--- config.mk ---
export PLATFORM = sky130hd
export DESIGN_NAME = sd_ins_loader
export DESIGN_NICKNAME = d
export VERILOG_FILES = /design/src/rtl/sd_loader_pkg.sv /design/src/rtl/sd_hw_packer.sv /design/src/rtl/sd_ins_loader.sv
export SDC_FILE = /design/constraint.sdc
export NUM_CORES = 1
export LEC_CHECK = 0
export ABC_AREA = 1
export ABC_CLOCK_PERIOD_IN_PS = 1600
export BUFFER_PORTS_ARGS = -buffer_cell sky130_fd_sc_hd__buf_4
export CELL_PAD_IN_SITES_DETAIL_PLACEMENT = 1
export CELL_PAD_IN_SITES_GLOBAL_PLACEMENT = 1
export CORE_MARGIN = 5
export CORE_UTILIZATION = 38
export DETAILED_ROUTE_END_ITERATION = 6
export MAX_ROUTING_LAYER = met4
export PLACE_DENSITY = 0.81
export SETUP_SLACK_MARGIN = 0.05
export SLEW_MARGIN = 25
export SYNTH_ARGS = -nofsm -noshare
export SYNTH_HDL_FRONTEND = slang
export SYNTH_SLANG_ARGS = --single-unit
--- constraint.sdc ---
create_clock -name clk -period 1.6 [get_ports clk]
set_input_delay 0.08 -clock clk [delete_from_list [all_inputs] [get_ports clk]]
set_output_delay 0.08 -clock clk [all_outputs]
set_load 0.05 [all_outputs]
--- src/rtl/sd_loader_pkg.sv ---
// Shared types and default constants for the SD instruction-sector loader.
package sd_loader_pkg;

  typedef enum logic [1:0] {
    IDLE,
    LOAD,
    DONE,
    ERROR
  } ld_state_e;

  localparam int unsigned INS_WORDS_DEF = 53;
  localparam int unsigned SECTOR_HW_DEF = 256;
  localparam int unsigned ADDR_W_DEF    = 11;
  localparam int unsigned TIMEOUT_DEF   = 1000000;

  // First halfword of each pair lands in bits [31:16].
  localparam bit HI_FIRST = 1'b1;

endpackage

--- src/rtl/sd_hw_packer.sv ---
// Pairs consecutive 16-bit halfwords into 32-bit words; word_vld_o strobes
// combinationally on the second halfword of each pair.
module sd_hw_packer
  import sd_loader_pkg::*;
(
  input  logic        clk_i,
  input  logic        rst_ni,
  input  logic        clear_i,
  input  logic        beat_i,
  input  logic [15:0] hw_i,
  output logic        word_vld_o,
  output logic [31:0] word_o
);

  logic        phase_q;
  logic [15:0] hi_q;

  always_ff @(posedge clk_i or negedge rst_ni) begin
    if (!rst_ni) begin
      phase_q <= 1'b0;
      hi_q    <= '0;
    end else if (clear_i) begin
      phase_q <= 1'b0;
      hi_q    <= '0;
    end else if (beat_i) begin
      if (!phase_q) hi_q <= hw_i;
      phase_q <= ~phase_q;
    end
  end

  assign word_vld_o = beat_i & phase_q;
  assign word_o     = HI_FIRST ? {hi_q, hw_i} : {hw_i, hi_q};

endmodule

--- src/rtl/sd_ins_loader.sv ---
// Loads one SD sector of halfwords into instruction memory, holding the CPU in
// reset until done. Optional LOADER_CHECKSUM_EN verifies an XOR checksum slot.
module sd_ins_loader
  import sd_loader_pkg::*;
#(
  parameter int unsigned INS_WORDS = INS_WORDS_DEF,
  parameter int unsigned SECTOR_HW = SECTOR_HW_DEF,
  parameter int unsigned ADDR_W    = ADDR_W_DEF,
  parameter int unsigned TIMEOUT   = TIMEOUT_DEF
) (
  input  logic              clk,
  input  logic              reset,
  input  logic              start,
  input  logic              rd_valid,
  input  logic [15:0]       rd_data,
  output logic              imem_we,
  output logic [ADDR_W-1:0] imem_addr,
  output logic [31:0]       imem_wdata,
  output logic              cpu_rst_n,
  output logic              load_done,
  output logic              load_error,
  output logic [8:0]        hw_cnt
`ifdef LOADER_CHECKSUM_EN
  ,
  output logic [31:0]       csum
`endif
);

  localparam int unsigned TW = $clog2(TIMEOUT + 1);

  ld_state_e         state_q, state_d;
  logic [8:0]        hw_cnt_q, hw_cnt_d;
  logic [TW-1:0]     timer_q, timer_d;
  logic              we_q, we_d;
  logic [ADDR_W-1:0] addr_q, addr_d;
  logic [31:0]       wdata_q, wdata_d;

  logic              beat;
  logic              pk_vld;
  logic [31:0]       pk_word;
  logic [7:0]        widx;
  logic              is_write;
  logic              last_beat;
  logic              csum_ok;

  assign beat      = rd_valid && (state_q == LOAD) && !start;
  assign widx      = hw_cnt_q[8:1];
  assign is_write  = pk_vld && (32'(widx) < INS_WORDS);
  assign last_beat = beat && (hw_cnt_q == 9'(SECTOR_HW - 1));

  sd_hw_packer u_packer (
    .clk_i      (clk),
    .rst_ni     (reset),
    .clear_i    (start),
    .beat_i     (beat),
    .hw_i       (rd_data),
    .word_vld_o (pk_vld),
    .word_o     (pk_word)
  );

`ifdef LOADER_CHECKSUM_EN
  logic [31:0] csum_q, csum_d;

  always_comb begin
    csum_d = csum_q;
    if (start)         csum_d = '0;
    else if (is_write) csum_d = csum_q ^ pk_word;
  end

  always_ff @(posedge clk or negedge reset) begin
    if (!reset) csum_q <= '0;
    else        csum_q <= csum_d;
  end

  // The last pair of the sector is the checksum slot; it is padding, so
  // csum_q is already final when it arrives.
  assign csum_ok = (csum_q == pk_word);
  assign csum    = csum_q;
`else
  assign csum_ok = 1'b1;
`endif

  always_comb begin
    state_d  = state_q;
    hw_cnt_d = hw_cnt_q;
    timer_d  = timer_q;
    we_d     = 1'b0;
    addr_d   = addr_q;
    wdata_d  = wdata_q;
    if (start) begin
      state_d  = LOAD;
      hw_cnt_d = '0;
      timer_d  = '0;
      addr_d   = '0;
    end else if (state_q == LOAD) begin
      if (rd_valid) begin
        timer_d  = '0;
        hw_cnt_d = hw_cnt_q + 9'd1;
        if (pk_vld) wdata_d = pk_word;
        if (is_write) begin
          we_d   = 1'b1;
          addr_d = ADDR_W'(32'(widx) << 2);
        end
        if (last_beat) state_d = csum_ok ? DONE : ERROR;
      end else if (timer_q == TW'(TIMEOUT - 1)) begin
        state_d = ERROR;
      end else begin
        timer_d = timer_q + TW'(1);
      end
    end
  end

  always_ff @(posedge clk or negedge reset) begin
    if (!reset) begin
      state_q  <= IDLE;
      hw_cnt_q <= '0;
      timer_q  <= '0;
      we_q     <= 1'b0;
      addr_q   <= '0;
      wdata_q  <= '0;
    end else begin
      state_q  <= state_d;
      hw_cnt_q <= hw_cnt_d;
      timer_q  <= timer_d;
      we_q     <= we_d;
      addr_q   <= addr_d;
      wdata_q  <= wdata_d;
    end
  end

  assign imem_we    = we_q;
  assign imem_addr  = addr_q;
  assign imem_wdata = wdata_q;
  assign hw_cnt     = hw_cnt_q;
  assign load_done  = (state_q == DONE);
  assign cpu_rst_n  = (state_q == DONE);
  assign load_error = (state_q == ERROR);

endmodule

Word level (Yosys, flattened, before mapping)
Index checks and enable logic that the tools add are counted.

word-level totals
  register bits after elaboration = 92
  bits in latches = 0
  bits in writable memories = 0
  ROM bits = 0
  input bits = 20
  output and inout bits = 56
  logic and storage cells = 63
  memories kept = 0

operators by class
  add/sub/neg operators = 2
  multipliers = 0
  div/mod/pow operators = 0
  magnitude comparators = 1
  eq/ne operators = 8
  shifts and indexed selects = 0
  muxes and demuxes = 25
  bitwise logic cells = 3
  reductions and logical operators = 16

operators with widths
  operator               number
  $mux 20                4
  $mux 16                3
  $mux 11                4
  $mux 9                 3
  $add 20x1->20 const B  1
  $eq 20x20->1 const B   1
  $mux 2                 5
  $add 9x1->9 const B    1
  $eq 9x8->1 const B     1
  $lt 8x6->1 const B     1
  $reduce_bool 2->1      4
  $mux 1                 6
  $reduce_and 2->1       3
  $reduce_and 3->1       2
  $eq 2x2->1 const B     2
  $logic_and 1x1->1      4
  $reduce_and 4->1       1
  $ne 3x2->1 const B     1
  $ne 3x3->1 const B     1
  $reduce_bool 3->1      1
  $eq 2x1->1 const B     1
  $ne 2x2->1 const B     1
  $not 1->1              2
  $and 1x1->1            1
  $logic_not 1->1        1

Logic depth before layout (Yosys ltp)
  word-level depth = 9
  gate-level depth with buffers = 12
  depth with buffers taken out = 11

Modules after synthesis
A second synthesis with hierarchy kept.

second synthesis, totals
  cell total of the unflattened synthesis = 511
  area, all modules = 4783.3 um2

by module, submodules not included
  module         times used  cells an instance  area each (um2)  seq. area each (um2)
  sd_ins_loader  1           416                3844.9           1801.7
  sd_hw_packer   1           95                 938.4            425.4

Least setup slack after synthesis
OpenSTA, ideal clock, no wires.

  kind = flip-flop to flip-flop
  start point = register hw_cnt_q[0], in the netlist hw_cnt[0]
  end point = register state_q[0]
  setup time = 127 ps
  data arrival time = 1910 ps
  data required time = 1473 ps
  path slack = -437 ps
  cell stages (with the launch flop) = 12
  path buffers = 0
  period minus slack after synthesis = 2037 ps
  cell sequence = dfrtp_1 ha_1 nand3_1 nor2_1 inv_1 nor3_1 ha_1 nand2_1 a21boi_0 nand2_1 nand2_1 o21ai_0

between the ends
  cells in the longest elaborated chain, start to end = 4

RTL lines
  item                               RTL line              source
  start: declaration                 sd_ins_loader.sv:32   logic [8:0] hw_cnt_q, hw_cnt_d;
  start signal: assignment           sd_ins_loader.sv:123  hw_cnt_q <= hw_cnt_d;
  $eq 9x8->1                         sd_ins_loader.sv:49   assign last_beat = beat && (hw_cnt_q == 9'(SECTOR_HW - 1));
  $logic_and 1x1->1                  sd_ins_loader.sv:49
  $ne 3x2->1 (no source line)        n/a
  $reduce_and 3->1 (no source line)  n/a
  end signal: assignment             sd_ins_loader.sv:122  state_q <= state_d;
  end: declaration                   sd_ins_loader.sv:31   ld_state_e state_q, state_d;

Every way passes these cells.
A chain may end at the register's enable or synchronous reset.

Final worst setup path
  start point = register timer_q[0]
  end point = register timer_q[10]

between the ends
  cells in the longest elaborated chain, start to end = 5
  elaborated cells on any way between the ends = 8
  classes of those cells = add/sub: 1; eq/ne: 2; mux: 4; reduce/logical: 1

RTL lines
  item                      RTL line              source
  start: declaration        sd_ins_loader.sv:33   logic [TW-1:0] timer_q, timer_d;
  start signal: assignment  sd_ins_loader.sv:124  timer_q <= timer_d;
  $add 20x1->20             sd_ins_loader.sv:108  timer_d = timer_q + TW'(1);
  $mux 20                   sd_ins_loader.sv:105  end else if (timer_q == TW'(TIMEOUT - 1)) begin
  $mux 20                   sd_ins_loader.sv:96   if (rd_valid) begin
  $mux 20                   sd_ins_loader.sv:95   end else if (state_q == LOAD) begin
  $mux 20                   sd_ins_loader.sv:90   if (start) begin

Parallel ways exist; a longest one is shown, timed or not. The select of a mux whose other input is x is not followed.

==> summary.md <==
| Metric | Value |
|---|---|
| Global-route wire length before repair | `20900 um` |
| Max frequency | `607 MHz` |
| Top FF cell, synth | `dfrtp_1` |
| CP max-delay cell | `dfrtp_1` |
| Fin. Hold Viols | `1` |
| Worst hold path class | `in2reg` |
| Die ar. | `0.0137 sq mm` |
| CTS tree | `done` |
| Power Density | `1160 mW/mm^2` |
| Cts bufs inserted | `9` |
| Die W | `117 um` |
| Yosys cell types | `31` |
| Power Internal | `0.00439 W` |
| Metal3 WL | `between 300 and 400 um` |
| Warning count from the yosys run | `0` |
| Num rows | `39` |
| Nets@finish | `663` |
| Multi-input logic area | `~0.002 sq mm` |
| Placed Cells incl. Taps | `745` |
| Setup Skew | `0.00786 ns` |
| Vias/cell | `5.06` |
| DR pass1 iterations | `4` |
| Top layer in use | `met4` |
| R2R Setup Slk | `-0.05 ns` |
| Post-synthesis register bit count | `between 80 and 90` |
| DRC Markers | `0` |
| Clk_lat worst skew | `0.36 ns` |
| Run status | `complete, but fails checks` |
| Port Buf Inserts | `72` |
| Post-DP HPWL | `8780 um` |
| Largest cells by area after synthesis | `dfrtp_1, nand2_1, inv_1, nor2_1, nand3_1` |
| Fin crit period | `1.65 ns` |
| Post-Route WL | `14000 um` |
| Critical path peak fanout | `3` |
| Core area | `0.0113 sq mm` |
| CTS root buffer | `clkbuf_16` |
| Max IR drop VDD | `around 0.00073 V` |
| Power Total | `around 0.0070 W` |
| Pin count of the biggest net entering global routing | `65` |
| Drt wl/cell | `approximately 18 um` |
| RR Endpoint | `timer_q[10]$_DFFE_PN0P_` |
| Clock power share | `0.305` |
| Number of H-tree levels | `3` |
| Inserted Diodes | `0` |
| Met1 Wirelength | `5840 um` |
| Initial antenna violation count | `0` |
| RePlAce Congestion | `0.939` |
| Seq pwr share | `0.385` |
| Overflow after GRT | `0` |
| Final WS setup | `-0.0487 ns` |
| Max cap viols | `0` |
| CP arrival | `1.94 ns` |
| Crit-path cells | `ha_2, nand3_2, inv_2, nand3b_1, buf_4, xor2_1, nor2_1, nand2_4, nand2_2` |
| Post-route clock period utilization | `1.03` |
| Hold EP | `imem_wdata[15]$_DFFE_PN0P_` |
| Max Buffers Root-to-Sink | `2` |
| Mapped Cells | `520` |
| Largest area contributor in the netlist | `dfrtp_1` |
| Ys async rst share | `1.00` |
| Post-synth EDFFs | `0` |
| Final Max Tran Viols | `0` |
| NetSw | `0.00263 W` |
| Setup Crit Path Kind | `reg2reg` |
| ANT nets after route | `0` |
| Worst setup SP type | `flip-flop` |
| Final setup violation count | `11` |
| Final hold slack | `-0.00195 ns` |
| Mapped Area | `0.00435 sq mm` |
| Hold_sp | `rd_data[15]` |
| Fill cell count | `1368` |
| Layout cells sized above 1 | `0.374` |
| Via count | `approximately 4000` |
| Avg Synthesized Cell Area | `8.37 sq um` |
| Logic gate share of total power | `0.309` |
| Register area | `about 0.0022 sq mm` |
| I/O Pins | `76` |
| Sw Ratio | `0.374` |
| RSZ-0062 raised after global routing | `true` |
| GRT Util Overall | `0.202` |
| Crit. End Element | `flip-flop` |
| Top-count cell post-synth | `nand2_1` |
| Max incr delay on CP | `roughly 0.4 ns` |
| Commonest cells post-synth | `nand2_1, dfrtp_1, inv_1, nor2_1` |
| Hold path cells | `3` |
| Die H | `117 um` |
| Clock sinks | `89` |
| Vias in the first global route | `4310` |
| Yosys top cell area share | `0.512` |
| DRT iter0 DRCs | `149` |
| Initial Util | `0.385` |
| Register area share after synthesis | `0.512` |
| Finished Layout Cells | `788` |
| Static Leakage | `2.96 nW` |
| Failing checks | `hold timing, setup timing` |
| Area Growth Syn to Fin | `39.5%` |
| Met2 WL post-DR | `7400 um` |
| Setup WS pre-CTS | `-0.0230 ns` |
| Worst-path clk slew | `about 0.07 ns` |
| WP data required | `1.89 ns` |
| Worst r2r src | `timer_q[0]$_DFFE_PN0P_` |
| Reg2Reg Depth | `9` |
cells by family after synthesis:
group | share of synthesized area
XOR/XNOR | 0.0161
adder cells (fa/ha/maj) | 0.00862
AO/OA/AOI/OAI | 0.116
AND/OR/NAND/NOR | 0.231
flip-flops | 0.512
other | 0.000861
buffers and inverters | 0.116
sequential cells by signal, indices dropped and copies added (netlist names):
| signal | flops |
|---|---|
| imem_wdata | 32 |
| timer_q | 20 |
| u_packer.hi_q | 16 |
| hw_cnt | 9 |
| imem_addr | 8 |
| state_q | 2 |
| imem_we | 1 |
| u_packer.phase_q | 1 |
per-stage QoR:
stage	setup TNS [ns]	util	hold slack [ns]	cell area, sq um
final	-0.216	0.536	-0.00195	6070
after global routing	-2.25	0.536	0.0153	6070
after CTS	0	0.502	0.00116	5680
after detailed placement	-0.0230	0.460	0.0564	5210
after global placement	0	0.460	0.0519	5210
after floorplan	-0.276	-	-0.216	4390
worst max-delay path, delay by kind of cell, from the launching register on:
family	cells	cell delay [ns]
xor+xnor	1	0.13
buf+inv	2	0.29
flops	1	0.39
fa+ha+maj	1	0.20
simple gates	5	0.58
layer usage:
| metal | vias to the layer above | global-route usage |
|---|---|---|
| li1 | 1882 | - |
| met1 | 1997 | 0.235 |
| met2 | 76 | 0.345 |
| met3 | 30 | 0.0360 |
| met4 | 0 | 0.0864 |
| met5 | - | - |
worst max-delay path by stage:
stage	startpoint	endpoint	slack (ns)	cells after the start
finish	timer_q[0]$_DFFE_PN0P_	timer_q[10]$_DFFE_PN0P_	-0.05	9
global route	hw_cnt[1]$_DFFE_PN0P_	state_q[0]$_DFFE_PN0P_	-0.13	11
CTS	timer_q[0]$_DFFE_PN0P_	timer_q[18]$_DFFE_PN0P_	0.03	12
global placement	hw_cnt[1]$_DFFE_PN0P_	state_q[0]$_DFFE_PN0P_	0.07	11
floorplan	hw_cnt[1]$_DFFE_PN0P_	state_q[0]$_DFFE_PN0P_	-0.15	11
detailed placement	hw_cnt[1]$_DFFE_PN0P_	state_q[0]$_DFFE_PN0P_	-0.02	11
final cells by class:
type / instances / area share
clock buffers: 12 / 0.0439
clock inverters: 4 / 0.00515
inverters: 84 / 0.0525
multi-input cells: 328 / 0.323
flip-flops and latches: 89 / 0.368
well taps: 143 / 0.0295
repair buffers: 128 / 0.178
cells in the final DEF, fill, tap and decap left out, types with 3 or more instances in the layout:
master         netlist  final
a21oi_1              5      4
buf_12               0      5
buf_4                5    113
clkbuf_16            0     11
clkbuf_8             0      3
conb_1               1      3
dfrtp_1             89     82
dfrtp_2              0      7
dlygate4sd3_1        0      4
inv_1               81     74
inv_2                3      9
inv_6                0      3
nand2_1            121     94
nand2_2              9     20
nand2_4              1     17
nand3_1             31     26
nand3_2              3      6
nand4_1              7      7
nor2_1              45     37
nor2_4               1      9
nor3_1               6      4
o21ai_0             11      6
o21ai_1             31     33
o21ai_2             13     16
o22ai_1             20     17
o22ai_2              0      3
xor2_1               7      7
power groups by stage:
stage                     Sequential [W]  Clock, W  Combinational, W
after floorplan                  0.00354         0          0.000502
after global placement           0.00272         0           0.00197
after detailed placement         0.00274         0           0.00202
after CTS                        0.00271   0.00216           0.00205
after global routing             0.00274   0.00226           0.00229
final                            0.00270   0.00214           0.00217
repair_timing:
item                                    in CTS  in global routing
resized for setup                            9                 84
cloned                                       0                  5
endpoints found under the setup margin      23                 31
setup buffers                               14                  5
hold buffers                                 4                  0
hold endpoints to repair                    31                  0
pin swaps                                    4                 27
Note: power is estimated with default switching activity, not from simulation.
